--- config.mk ---
export PLATFORM = sky130hd
export DESIGN_NAME = serial_subtractor
export DESIGN_NICKNAME = d
export VERILOG_FILES = /design/src/rtl/serial_subtractor.sv
export SDC_FILE = /design/constraint.sdc
export NUM_CORES = 1
export LEC_CHECK = 0
export ABC_AREA = 1
export CAP_MARGIN = 40
export CORE_ASPECT_RATIO = 0.75
export CORE_UTILIZATION = 40
export DETAILED_ROUTE_END_ITERATION = 6
export HOLD_SLACK_MARGIN = 0.08
export PLACE_DENSITY = 0.66
export RECOVER_POWER = 25
export SLEW_MARGIN = 20
export SYNTH_ARGS = -nofsm -noshare
export SYNTH_HDL_FRONTEND = slang
export SYNTH_SLANG_ARGS = --single-unit
--- constraint.sdc ---
create_clock -name clk_in -period 1.13 [get_ports clk_in]
set_input_delay 0.226 -clock clk_in [delete_from_list [all_inputs] [get_ports clk_in]]
set_output_delay 0.226 -clock clk_in [all_outputs]
set_load 0.02 [all_outputs]
--- src/rtl/serial_subtractor.sv ---
// serial_subtractor
//   Bit-serial subtractor, D = A - B - Bin, processed LSB first over WIDTH
//   cycles with a single borrow flip-flop. One result per WIDTH+1 cycles.
//
//   Optional feature macro: SERSUB_OVF_EN (adds the registered ovf_out port).
//
// Ports
//   clk_in    : clock, rising edge
//   rst_in    : synchronous active-high reset
//   start_in  : request, honoured in IDLE and DONE only
//   A_in      : minuend, captured on the accepting edge
//   B_in      : subtrahend, captured on the accepting edge
//   Bin_in    : borrow-in, captured on the accepting edge
//   D_out     : registered difference
//   Bout_out  : registered borrow-out of the MSB stage
//   busy_out  : high while bits are being processed
//   done_out  : one-cycle pulse, D_out/Bout_out newly valid
//   ovf_out   : registered two's-complement overflow (SERSUB_OVF_EN only)
//
// state | meaning
// IDLE  | waiting for start_in
// SHIFT | one bit per cycle, busy_out high
// DONE  | one-cycle done_out pulse; may accept a new request back-to-back

module serial_subtractor #(
    parameter int WIDTH = 8
) (
    input  logic             clk_in,
    input  logic             rst_in,
    input  logic             start_in,
    input  logic [WIDTH-1:0] A_in,
    input  logic [WIDTH-1:0] B_in,
    input  logic             Bin_in,
    output logic [WIDTH-1:0] D_out,
    output logic             Bout_out,
    output logic             busy_out,
    output logic             done_out
`ifdef SERSUB_OVF_EN
    ,
    output logic             ovf_out
`endif
);

    // Counter must be able to represent WIDTH itself.
    localparam int CNT_W = $clog2(WIDTH + 1);

    typedef enum logic [1:0] {
        IDLE  = 2'd0,
        SHIFT = 2'd1,
        DONE  = 2'd2
    } state_t;

    state_t           state;
    state_t           state_next;
    logic [WIDTH-1:0] a_reg;
    logic [WIDTH-1:0] b_reg;
    logic [WIDTH-1:0] res_reg;
    logic             borrow;
    logic [CNT_W-1:0] cnt;
    logic             accept;
    logic             last_bit;
    logic             bit_d;
    logic             borrow_next;

    assign last_bit    = (cnt == CNT_W'(WIDTH - 1));
    assign bit_d       = a_reg[0] ^ b_reg[0] ^ borrow;
    assign borrow_next = (~a_reg[0] & b_reg[0]) | (~(a_reg[0] ^ b_reg[0]) & borrow);

    always_ff @(posedge clk_in) begin
        if (rst_in) begin
            state <= IDLE;
        end else begin
            state <= state_next;
        end
    end

    always_comb begin
        state_next = state;
        busy_out   = 1'b0;
        done_out   = 1'b0;
        accept     = 1'b0;
        case (state)
            IDLE: begin
                if (start_in) begin
                    accept     = 1'b1;
                    state_next = SHIFT;
                end
            end
            SHIFT: begin
                busy_out = 1'b1;
                if (last_bit) begin
                    state_next = DONE;
                end
            end
            DONE: begin
                done_out = 1'b1;
                if (start_in) begin
                    accept     = 1'b1;
                    state_next = SHIFT;
                end else begin
                    state_next = IDLE;
                end
            end
            default: begin
                state_next = IDLE;
            end
        endcase
    end

    always_ff @(posedge clk_in) begin
        if (rst_in) begin
            a_reg    <= '0;
            b_reg    <= '0;
            res_reg  <= '0;
            borrow   <= 1'b0;
            cnt      <= '0;
            D_out    <= '0;
            Bout_out <= 1'b0;
        end else if (accept) begin
            a_reg   <= A_in;
            b_reg   <= B_in;
            res_reg <= '0;
            borrow  <= Bin_in;
            cnt     <= '0;
        end else if (state == SHIFT) begin
            a_reg   <= a_reg >> 1;
            b_reg   <= b_reg >> 1;
            res_reg <= {bit_d, res_reg[WIDTH-1:1]};
            borrow  <= borrow_next;
            cnt     <= cnt + CNT_W'(1);
            // Final bit goes straight to the output so D_out is valid in DONE.
            if (last_bit) begin
                D_out    <= {bit_d, res_reg[WIDTH-1:1]};
                Bout_out <= borrow_next;
            end
        end
    end

`ifdef SERSUB_OVF_EN
    // On the last bit, borrow is the borrow into the MSB stage.
    always_ff @(posedge clk_in) begin
        if (rst_in) begin
            ovf_out <= 1'b0;
        end else if (!accept && (state == SHIFT) && last_bit) begin
            ovf_out <= borrow ^ borrow_next;
        end
    end
`endif

endmodule

# Word-level counts from Yosys, hierarchy flattened
# Cells that the tools add are included.
[word_totals] regBits=40 in_bits=20 out_inout_bits=11
[op_classes] reduce_logical=6 n_addsub=1 n_mux=14 n_eq_ne=5 bitwise=8
[ops] op="$mux 8" n=4
[ops] op="$mux 1" n=7
[ops] op="$pmux 2 s3" n=1
[ops] op="$add 4x1->4 const B" n=1
[ops] op="$eq 4x3->1 const B" n=1
[ops] op="$mux 2" n=2
[ops] op="$ne 2x2->1 const B" n=2
[ops] op="$reduce_or 2->1" n=2
[ops] op="$not 1->1" n=3
[ops] op="$reduce_and 3->1" n=1
[ops] op="$and 1x1->1" n=2
[ops] op="$eq 2x1->1 const B" n=1
[ops] op="$eq 2x2->1 const B" n=1
[ops] op="$logic_not 2->1" n=1
[ops] op="$reduce_and 2->1" n=1
[ops] op="$reduce_bool 2->1" n=1
[ops] op="$xor 1x1->1" n=2
[ops] op="$or 1x1->1" n=1

# Longest topological paths before layout
# Gate-level depths: netlist (run 1).
[depth] word_depth=6 depth_mapped=8

# Least setup slack after synthesis (run 1)
# No wires, ideal clock.
[synth_path] path_type="flip-flop to flip-flop" start="register cnt[0]" end="register D_out[1]" required_time_ns=1.071 path_slack_ns=0.000 path_stages_with_launch=8 n_path_buf=0 arrival_time_ns=1.071 period_less_slack_ns=1.130 setup_time_ns=0.059 path_cell_list="dfxtp_1 -> ha_1 -> nand2_1 -> nor2_4 -> nand2_8 -> nor2_8 -> nand2_1 -> nand2_1"
[synth_between] elab_chain_len=2
[synth_lines] item="from (decl)" line_no="59" text="logic [CNT_W-1:0] cnt;"
[synth_lines] item="from (signal assigned)" line_no="130" text="cnt <= cnt + CNT_W'(1);"
[synth_lines] item="$eq 4x3->1" line_no="65" text="assign last_bit = (cnt == CNT_W'(WIDTH - 1));"
[synth_lines] item="$reduce_and 3->1 (no line)"
[synth_lines] item="to (signal assigned)" line_no="133" text="D_out <= {bit_d, res_reg[WIDTH-1:1]};"
[synth_lines] item="to (decl)" line_no="34" text="output logic [WIDTH-1:0] D_out,"
# Every way passes these cells.
# A chain may end at the register's enable or synchronous reset.

# Worst setup path in the final report (run 1)
[layout_path] start="input port rst_in" end="register res_reg[4]"
[layout_between] elab_chain_len=1
[layout_lines] item="from (decl)" line_no="29" text="input logic rst_in,"
[layout_lines] item="$reduce_or 2->1 (no line)"
[layout_lines] item="to (signal assigned)" line_no="128" text="res_reg <= {bit_d, res_reg[WIDTH-1:1]};"
[layout_lines] item="to (decl)" line_no="57" text="logic [WIDTH-1:0] res_reg;"
# Every way passes these cells.

==> impl_results.md, run 1 <==
- Placed cell count: 343
- EDFF count, synth: 0
- DP Worst Slack: -333 ps
- P_leak: 1.19 nW
- I/O pins: 31
- Combinational group share of total power: 0.175
- Clock Tree Buf Depth: 2
- Cell area after placement: 2220 um2
- Library cells used by synthesis: 23
- Critical Path Start Type: input port
- Main synth FF type: dfxtp_1
- Clk sinks: 39
- Core Box Area: 4150 um2
- Int Pwr: 0.00236 W
- CTS tree: done
- Failing checks: setup timing
- Max_cap viols: 0
- Crit. Startpoint: rst_in
- Routed Antenna Nets: 0
- Sequential area share after synthesis: 0.437
- Max transition margin: 0.755
- Cells after synthesis: 250
- GR Overflow Total: 0
- Synth area leaders: dfxtp_1 44%, nand2_1 16%, nand3_1 6.7%
- R2R Path End: res_reg[4]$_SDFFE_PP0N_
- Final Max Tran Viols: 0
- Final setup fails: 13
- FF-to-FF path depth: 5
- Synth Register Bits: 39
- Cell with the most instances after synthesis: nand2_1
- Initial Utilization: 0.430
- Final Cycle Share: 1.05
- P per Cell Area: 1260 nW/um2
- Reg-to-Reg Start: state[0]$_SDFFE_PP0P_
- Arrival @ worst endpoint: 1410 ps
- Largest net degree at the start of global routing: 28
- CTS clk-pin slew, worst paths: 80 ps
- Cell area after synthesis: 1790 um2
- Tmin final: 1190 ps
- Hold Vio Cnt, Final: 0
- RSZ-0062 raised after global routing: yes
- Global-route wire length before repair: 6800 um
- Sw Pwr: 0.000853 W
- Root buffer cell: clkbuf_8
- Tightest Pin Transition: 367 ps
- CTS H-tree lvls: 2
- Maximum clock rate: 0.843 GHz
- Layout cells sized above 1: 0.271
- Initial antenna violation count: 0
- Post-route setup slack: -56.9 ps
- Clock share of power: 0.364
- DRC: 0
- Total die area: 4740 um2
- Wire per inst: 11.6 um
- Final instance area: 2550 um2
- Largest area contributor in the netlist: dfxtp_1
- DP Wirelength: 2610 um
- Hold Slack: 459 ps
- Via/cell ratio: 4.52
- Synth top cells by count: 76 x nand2_1, 39 x dfxtp_1, 31 x nor2_1
- 1st-iter DRT viols: 77
- Worst Hold Class: register to register
- Sequential share of power: 0.461
- Worst Setup Path Type: input port to register
- Die Y: 59.9 um
- Final cell count without fillers: 361
- Crit path cell chain: clkdlybuf4s50_1 > buf_4 > nor2_4 > clkinvlp_4 > a21oi_1
- Vias in the first global route: 1506
- Setup crit end kind: register
- FP Rows: 20
- Gp weighted congestion: 0.777
- Port bufs: 30
- Sw frac: 0.266
- Async SR Flop Fraction: 0
- Synth Warn #: 0
- Crit Path Max Fanout: 4
- Tot GR Track Use: 0.190
- Maximum vdd drop: 0.658 mV
- Vias post-DR: 1630
- Die Span X: 79.1 um
- Share of the synthesized area in the top cell type: 0.437
- Total Wirelength: 4190 um
- TritonCTS Buffers: 5
- DR pass1 iterations: 4
- Max incr delay on CP: 480 ps
- Syn Nets: 272
- Setup Skew: 8.28 ps
- Mean Syn Cell Area: 7.14 um2
- R2R Setup Slk: -50 ps
- Ant diodes: 0
- Worst EP required: 1360 ps
- Worst skew pair latency: 290 ps
- Status: finished with violations
- Synth-to-Final Area Change: 42.8%
- Crit path to: res_reg[4]$_SDFFE_PP0N_
- CP max stage cell: clkdlybuf4s50_1
- Nets: 327
## metrics by stage
step | total power [W] | setup TNS, ps | utilization
floorplan | 0.00180 | 0 | -
global placement | 0.00194 | -10060 | 0.534
detailed placement | 0.00195 | -10740 | 0.534
CTS | 0.00319 | -314 | 0.593
global route | 0.00337 | -1940 | 0.614
finish | 0.00321 | -239 | 0.614
## per-layer routing
layer	global-route usage	vias up	wire length, um
li1	-	879	-
met1	0.263	720	2140
met2	0.283	29	1890
met3	0.0611	2	151
met4	0.0571	0	14
met5	0	-	0
## cells in the final DEF (no fill, tap or decap), types with 6 or more instances in the layout
| master | instances |
|---|---|
| inv_1 | 27 |
| dfxtp_1 | 32 |
| nand3_1 | 21 |
| a21oi_1 | 13 |
| nor2_1 | 30 |
| nand2_1 | 72 |
| dfxtp_2 | 6 |
| clkdlybuf4s50_1 | 18 |
| buf_4 | 14 |
| o21ai_1 | 7 |
## worst max-delay path: cells and delay by family
kind,cells,cell delay (ps)
buffers and inverters,3,840
and+or+nand+nor,1,190
AOI/OAI and AO/OA,1,150
## cell families (layout without fill, tap and decap cells)
logic type      Yosys count  count (layout)  share of synthesized area
xor+xnor                  1               1                    0.00491
buf+inv                  44              98                      0.118
simple gates            139             141                      0.352
fa+ha+maj                 2               2                     0.0182
compound gates           25              25                     0.0701
flops                    39              39                      0.437
## worst min-delay path by stage
stage,from,endpoint,slack (ps),depth (start not counted)
2_1_floorplan,B_in[7],b_reg[7]$_SDFFE_PP0P_,360,2
3_3_place_gp,res_reg[5]$_SDFFE_PP0N_,D_out[4]$_SDFFE_PP0P_,460,2
3_5_place_dp,a_reg[7]$_SDFFE_PP0P_,a_reg[7]$_SDFFE_PP0P_,460,2
4_1_cts,a_reg[7]$_SDFFE_PP0P_,a_reg[7]$_SDFFE_PP0P_,470,2
5_1_grt,D_out[4]$_SDFFE_PP0P_,D_out[4]$_SDFFE_PP0P_,470,2
6_report,a_reg[7]$_SDFFE_PP0P_,a_reg[7]$_SDFFE_PP0P_,460,2
## power by group through the flow
stage               clock network (W)  logic (W)  registers [W]
floorplan                           0   0.000301        0.00149
global placement                    0   0.000438        0.00150
detailed placement                  0   0.000444        0.00150
CTS                           0.00120   0.000511        0.00148
global route                  0.00125   0.000633        0.00149
finish                        0.00117   0.000564        0.00148
## repair_timing
item	in CTS	in global routing
endpoints found under the hold margin	0	0
hold buffers	0	0
gates cloned	3	2
setup endpoints to repair	49	41
setup buffers	2	3
gates resized for setup	72	23
pin swaps	10	4
## cell type report
cell class,instances,area (um2)
clock buffers,5,68.8
well taps,55,68.8
inverters,36,153
flip-flops and latches,39,792
multi-input cells,169,907
repair buffers,52,502
fillers,384,1600
repair inverters,2,15.0
clock inverters,3,43.8
Note: power is estimated with default switching activity, not from simulation.
==> inputs of run 2 (changes only) <==
Settings changed: CELL_PAD_IN_SITES_DETAIL_PLACEMENT set to 1, CELL_PAD_IN_SITES_GLOBAL_PLACEMENT set to 2, CORE_UTILIZATION 40 to 26, PLACE_DENSITY 0.66 to unset, PLACE_DENSITY_LB_ADDON set to 0.1.
==> run 2 against run 1 <==
- the flow finishes with violations (DRC, setup timing)
- global-route usage fell by 3.4 points
- fmax fell by 2.5%
- largest power group unchanged
- first-iteration DRC count fell by 53%
- non-clock buffer count rose by 11
- register-to-register slack got worse by 40 ps
- power fell by 2.8%
- count of clock-buffer cells in the layout rose by 1
- critical endpoint is now cnt[1]$_SDFFE_PP0N_
- worst setup slack got worse by 31 ps
- hold slack improved by 16 ps
- largest cell class unchanged
==> impl_results.md, run 2 (synthesis results as in run 1) <==
- Status: finished with violations
- Failing checks: DRC, setup timing
- Port bufs: 30 (unchanged)
- Most frequent CP cell: nor2_4
- Nets: 337 (+3.1%)
- Final setup fails: 28 (+15)
- Ant diodes: 0 (unchanged)
- Global-route wire length before repair: 8480 um (+25%)
- Max_cap viols: 0 (unchanged)
- Reg-to-Reg Start: state[0]$_SDFFE_PP0P_
- Worst Hold Class: register to register
- Via/cell ratio: 4.36 (-3.5%)
- Tot GR Track Use: 0.156 (-0.0344)
- Final cell count without fillers: 396 (+9.7%)
- Crit path cell chain: buf_8 > nor2_4 > nor2_4 > clkinvlp_4 > a21oi_2
- Core Box Area: 6470 um2 (+56%)
- WHS Path Cells: 2 (unchanged)
- Total die area: 7210 um2 (+52%)
- Power, Total: 0.00312 W (-2.8%)
- GR Overflow Total: 0 (unchanged)
- Hold Vio Cnt, Final: 0 (unchanged)
- Hold Slack: 475 ps (+16.0 ps)
- 1st-iter DRT viols: 36 (-53%)
- Max transition margin: 0.753 (-0.00252)
- Hold buffer count at cts: 0 (unchanged)
- DRC: 1 (+1)
- Final instance area: 2730 um2 (+6.9%)
- Worst Setup Path Type: register to register
- Final Max Tran Viols: 0 (unchanged)
- Initial Utilization: 0.276 (-0.154)
- Cell area after placement: 2260 um2 (+1.9%)
- Setup crit end kind: register
- Total Wirelength: 5310 um (+27%)
- Root buffer cell: clkbuf_8
- I/O pins: 31 (unchanged)
- Vias post-DR: 1725 (+5.8%)
- Most common cell after layout, fill and taps aside: nand2_1
- Placed cell count: 372 (+8.5%)
- CTS clk-pin slew, worst paths: 80 ps (about the same)
- Synth-to-Final Area Change: 52.6%
- DP Wirelength: 3250 um (+25%)
- Clk sinks: 39 (unchanged)
- Critical Path Stages: 5 (unchanged)
- CP bufs+invs: 2 (-1)
- Critical Path Start Type: register
- P per Cell Area: 1150 nW/um2 (-9.1%)
- Commonest cells after routing, fill and taps aside: 64 x nand2_1, 32 x dfxtp_1, 27 x inv_1, 26 x nor2_1, 23 x buf_4
- Die Span X: 97.7 um (+23%)
- Top delay family on crit path: flip-flops
- Tightest Pin Transition: 371 ps (+3.79 ps)
- CP max stage cell: dfxtp_4
- FP Rows: 25 (+25%)
- Crit. Startpoint: state[0]$_SDFFE_PP0P_
- Die Y: 73.8 um (+23%)
- Crit Path Max Fanout: 5 (+1)
- DR pass1 iterations: 6 (+2)
- Max incr delay on CP: 410 ps (-70 ps)
- Vias in the first global route: 1693 (+12%)
- Post-route setup slack: -87.5 ps (-30.6 ps)
- CTS H-tree lvls: 2 (unchanged)
- Gp weighted congestion: 0.689 (-11%)
- Largest net degree at the start of global routing: 20 (-29%)
- Maximum vdd drop: 0.436 mV (-34%)
- P_leak: 1.24 nW (+3.9%)
- TritonCTS Buffers: 5 (unchanged)
- Hold_sp: D_out[3]$_SDFFE_PP0P_
- Final Cycle Share: 1.08 (+0.0271)
- Worst EP required: 1360 ps (about the same)
- Tmin final: 1220 ps (+30.6 ps)
- Arrival @ worst endpoint: 1450 ps (+40 ps)
- FF-to-FF path depth: 5 (unchanged)
- Clock Tree Buf Depth: 2 (unchanged)
- Wire per inst: 13.4 um (+15%)
- Layout cells sized above 1: 0.359 (+0.0875)
- Maximum clock rate: 0.821 GHz (-2.5%)
- Setup Skew: 4.50 ps (-3.78 ps)
- Routed Antenna Nets: 0 (unchanged)
- Initial antenna violation count: 0 (unchanged)
- RSZ-0062 raised after global routing: yes
- CTS tree: done
- Worst skew pair latency: 290 ps (about the same)
## run 2: changes by cell type in the layout (fill, tap and decap cells not counted), sizes merged
cell | previous run | this run
nand2 | 82 | 81
clkdlybuf4s15 | 1 | 0
bufinv | 1 | 0
buf | 28 | 39
clkinv | 3 | 2
clkbuf | 9 | 11
## run 2: metrics by stage
stage	TNS [ps]	setup WS [ps]	utilization
after global routing	-2740	-133	0.421
after detailed placement	-11490	-396	0.349
after CTS	-701	-61.3	0.394
after global placement	-10820	-376	0.349
after floorplan	0	0.105	-
final	-1020	-87.5	0.421
## run 2: timing repair
item,CTS,global route
endpoints found under the setup margin,50,44
gates cloned,3,1
buffers inserted,6,7
pin swaps,15,17
resized for setup,80,43
## run 2: layout make-up
type / count / area, um2
fill: 799 / 3750
multi-input combinational: 168 / 971
sequential: 39 / 792
timing repair buffer: 63 / 598
inverter: 36 / 160
tap: 81 / 101
clock buffer: 6 / 82.6
timing repair inverter: 2 / 15.0
clock inverter: 1 / 5.00
## run 2: worst paths after layout
path	to	slack, ps
hold reg to reg	D_out[3]$_SDFFE_PP0P_	480
setup / recovery	cnt[1]$_SDFFE_PP0N_	-90
setup reg to reg	cnt[1]$_SDFFE_PP0N_	-90
hold / removal	D_out[3]$_SDFFE_PP0P_	480
## run 2: power breakdown
part,switching (W),internal [W]
sequential,0.0000431,0.00144
combinational,0.000345,0.000321
clock,0.000495,0.000479
## run 2: worst register-to-register path, cell delays in order, from the launching register on
cell	delay, ps
dfxtp_4	410
buf_8	140
nor2_4	60
nor2_4	210
clkinvlp_4	210
a21oi_2	120
## run 2: per-layer routing
metal / up-vias / global-route usage / wire length, um
met5: - / 0 / 0
met4: 0 / 0.0505 / 68
met3: 8 / 0.0343 / 151
met2: 20 / 0.233 / 2270
met1: 798 / 0.222 / 2820
li1: 899 / - / -
==> inputs of run 3 (changes only) <==
Settings changed: CORE_MARGIN set to 2, SETUP_SLACK_MARGIN set to 0.4.
==> run 3 against run 2 <==
- utilization grew 0.11 points
- count of clock-buffer cells in the layout shrank 1
- largest cell class unchanged
- the flow finishes with violations (setup timing)
- wire length shrank 6.8%
- fmax grew 3.1%
- power grew 6.9%
- sequential share of layout area shrank 0.93 points
- sequential cell count is the same
- global-route usage shrank 2.2 points
- via count is essentially flat
- largest power group unchanged
- worst setup slack gained 37 ps
==> impl_results.md, run 3 (synthesis results as in run 1) <==
- CTS H-tree lvls: 2 (unchanged)
- Critical Path Start Type: register
- P_leak: 1.28 nW (+3.5%)
- Global-route wire length before repair: 7790 um (-8.1%)
- Clk sinks: 39 (unchanged)
- P per Cell Area: 1180 nW/um2 (+2.6%)
- Tot GR Track Use: 0.133 (-0.0224)
- FILL cells: 823 (+3.0%)
- Setup crit end kind: output pin
- Layout cells sized above 1: 0.373 (+0.0147)
- Initial antenna violation count: 0 (unchanged)
- Die Y: 75.8 um (+2.7%)
- Nets: 337 (unchanged)
- CTS tree: done
- Max_cap viols: 0 (unchanged)
- TritonCTS Buffers: 5 (unchanged)
- Placed cell count: 375 (+0.81%)
- Hold_sp: D_out[6]$_SDFFE_PP0P_
- FF-to-FF path depth: 6 (+1)
- R2R Setup Slk: -30 ps (+60 ps)
- Root buffer cell: clkbuf_8
- Hold Path End: D_out[6]$_SDFFE_PP0P_
- Arrival @ worst endpoint: 950 ps (-500 ps)
- Tightest Pin Transition: 373 ps (+1.75 ps)
- Worst skew pair latency: 300 ps (about the same)
- Most common cell after layout, fill and taps aside: nand2_1
- Gp weighted congestion: 0.714 (+3.6%)
- CTS clk-pin slew, worst paths: 90 ps (about the same)
- Reg-to-Reg Start: state[1]$_SDFFE_PP0P_
- Wire per inst: 12.4 um (-7.8%)
- Final Cycle Share: 1.04 (-0.0329)
- I/O pins: 31 (unchanged)
- WHS Path Cells: 2 (unchanged)
- Vias post-DR: 1724 (-0.058%)
- Synth-to-Final Area Change: 59.1%
- FP Rows: 26 (+4.0%)
- Via/cell ratio: 4.31 (-1.1%)
- Crit Path Max Fanout: 3 (-2)
- Final core utilization: 0.422 (+0.00109)
- Final setup fails: 13 (-54%)
- Setup Skew: 10.9 ps (+6.41 ps)
- Worst EP required: 900 ps (-460 ps)
- Clock Tree Buf Depth: 2 (unchanged)
- Failing checks: setup timing
- Maximum vdd drop: 0.406 mV (-6.9%)
- Initial Utilization: 0.265 (-0.0106)
- Status: finished with violations
- DRC: 0 (-1)
- Port bufs: 30 (unchanged)
- Worst Setup Path Type: register to output pin
- Die Span X: 99.7 um (+2.0%)
- Tmin final: 1180 ps (-37.1 ps)
- Max transition margin: 0.751 (-0.00117)
- Largest net degree at the start of global routing: 21 (+5.0%)
- Hold buffer count at cts: 0 (unchanged)
- Hold Vio Cnt, Final: 0 (unchanged)
- Commonest cells after routing, fill and taps aside: 58 x nand2_1, 28 x inv_1, 28 x nor2_1, 26 x dfxtp_1, 24 x buf_4
- 1st-iter DRT viols: 34 (-5.6%)
- DR pass1 iterations: 4 (-2)
- GR Overflow Total: 0 (unchanged)
- Total die area: 7550 um2 (+4.8%)
- RSZ-0062 raised after global routing: yes
- Ant diodes: 0 (unchanged)
- Routed Antenna Nets: 0 (unchanged)
- Maximum clock rate: 0.847 GHz (+3.1%)
- DP Wirelength: 3150 um (-3.1%)
- Total Wirelength: 4940 um (-6.8%)
- Worst Hold Class: register to register
- Final cell count without fillers: 400 (+1.0%)
- Post-route setup slack: -50.4 ps (+37.1 ps)
- R2R Path End: b_reg[6]$_SDFFE_PP0P_
- Final Max Tran Viols: 0 (unchanged)
- Vias in the first global route: 1644 (-2.9%)
- Core Box Area: 6730 um2 (+4.0%)
-- run 3: cell types whose count changed in the layout (fill, tap and decap cells not counted), sizes merged --
cell | previous run | this run
buf | 39 | 45
bufinv | 0 | 1
clkbuf | 11 | 6
clkinv | 2 | 3
clkinvlp | 2 | 0
-- run 3: metrics by stage --
step | hold slack [ps] | power [W] | worst slack [ps] | cell area (um2) | setup TNS, ps
6_report | 473 | 0.00334 | -50.4 | 2840 | -200
5_1_grt | 495 | 0.00354 | -98.8 | 2840 | -2470
4_1_cts | 473 | 0.00328 | -64.4 | 2630 | -939
3_5_place_dp | 459 | 0.00201 | -372 | 2360 | -10970
3_3_place_gp | 449 | 0.00200 | -350 | 2360 | -10570
2_1_floorplan | 361 | 0.00185 | 43.8 | 1890 | 0
-- run 3: worst max path at each step --
stage / start / end / slack (ps) / cells after the start
after floorplan: cnt[1]$_SDFFE_PP0N_ / D_out[1]$_SDFFE_PP0P_ / 40 / 7
after global placement: start_in / cnt[0]$_SDFFE_PP0N_ / -350 / 6
after detailed placement: start_in / res_reg[1]$_SDFFE_PP0N_ / -370 / 6
after CTS: state[1]$_SDFFE_PP0P_ / busy_out / -60 / 4
after global routing: state[1]$_SDFFE_PP0P_ / busy_out / -100 / 4
final: state[1]$_SDFFE_PP0P_ / busy_out / -50 / 4
-- run 3: metal layers --
layer / vias to the layer above / part of all wire / global-route usage
li1: 895 / - / -
met4: 0 / 0.0093 / 0.0320
met3: 7 / 0.035 / 0.0422
met2: 23 / 0.44 / 0.212
met1: 799 / 0.52 / 0.179
met5: - / 0 / 0
-- run 3: final cells by class --
cell class                      instances  area, um2  area share
Multi-Input combinational cell        168        975       0.343
Sequential cell                        39        800       0.281
Timing Repair Buffer                   65        684       0.241
Inverter                               36        165      0.0581
Tap cell                               84        105      0.0370
Clock buffer                            5       68.8      0.0242
Clock inverter                          3       43.8      0.0154
-- run 3: worst max-delay path: stages (launching register included) --
cell      delay, ps
dfxtp_2         350
inv_4            60
nand2_8          80
clkinv_8         50
buf_8           120
-- run 3: what timing repair did --
item,CTS,global route
setup endpoints to repair,50,50
buffers inserted,6,9
pin swaps,5,17
gates cloned,0,2
gates resized for setup,95,28
-- run 3: where the power goes --
| group | switching (W) | internal, W | leakage [nW] |
|---|---|---|---|
| logic | 0.000332 | 0.000312 | 0.895 |
| clock network | 0.000556 | 0.000659 | 0.0581 |
| registers | 0.0000414 | 0.00144 | 0.324 |
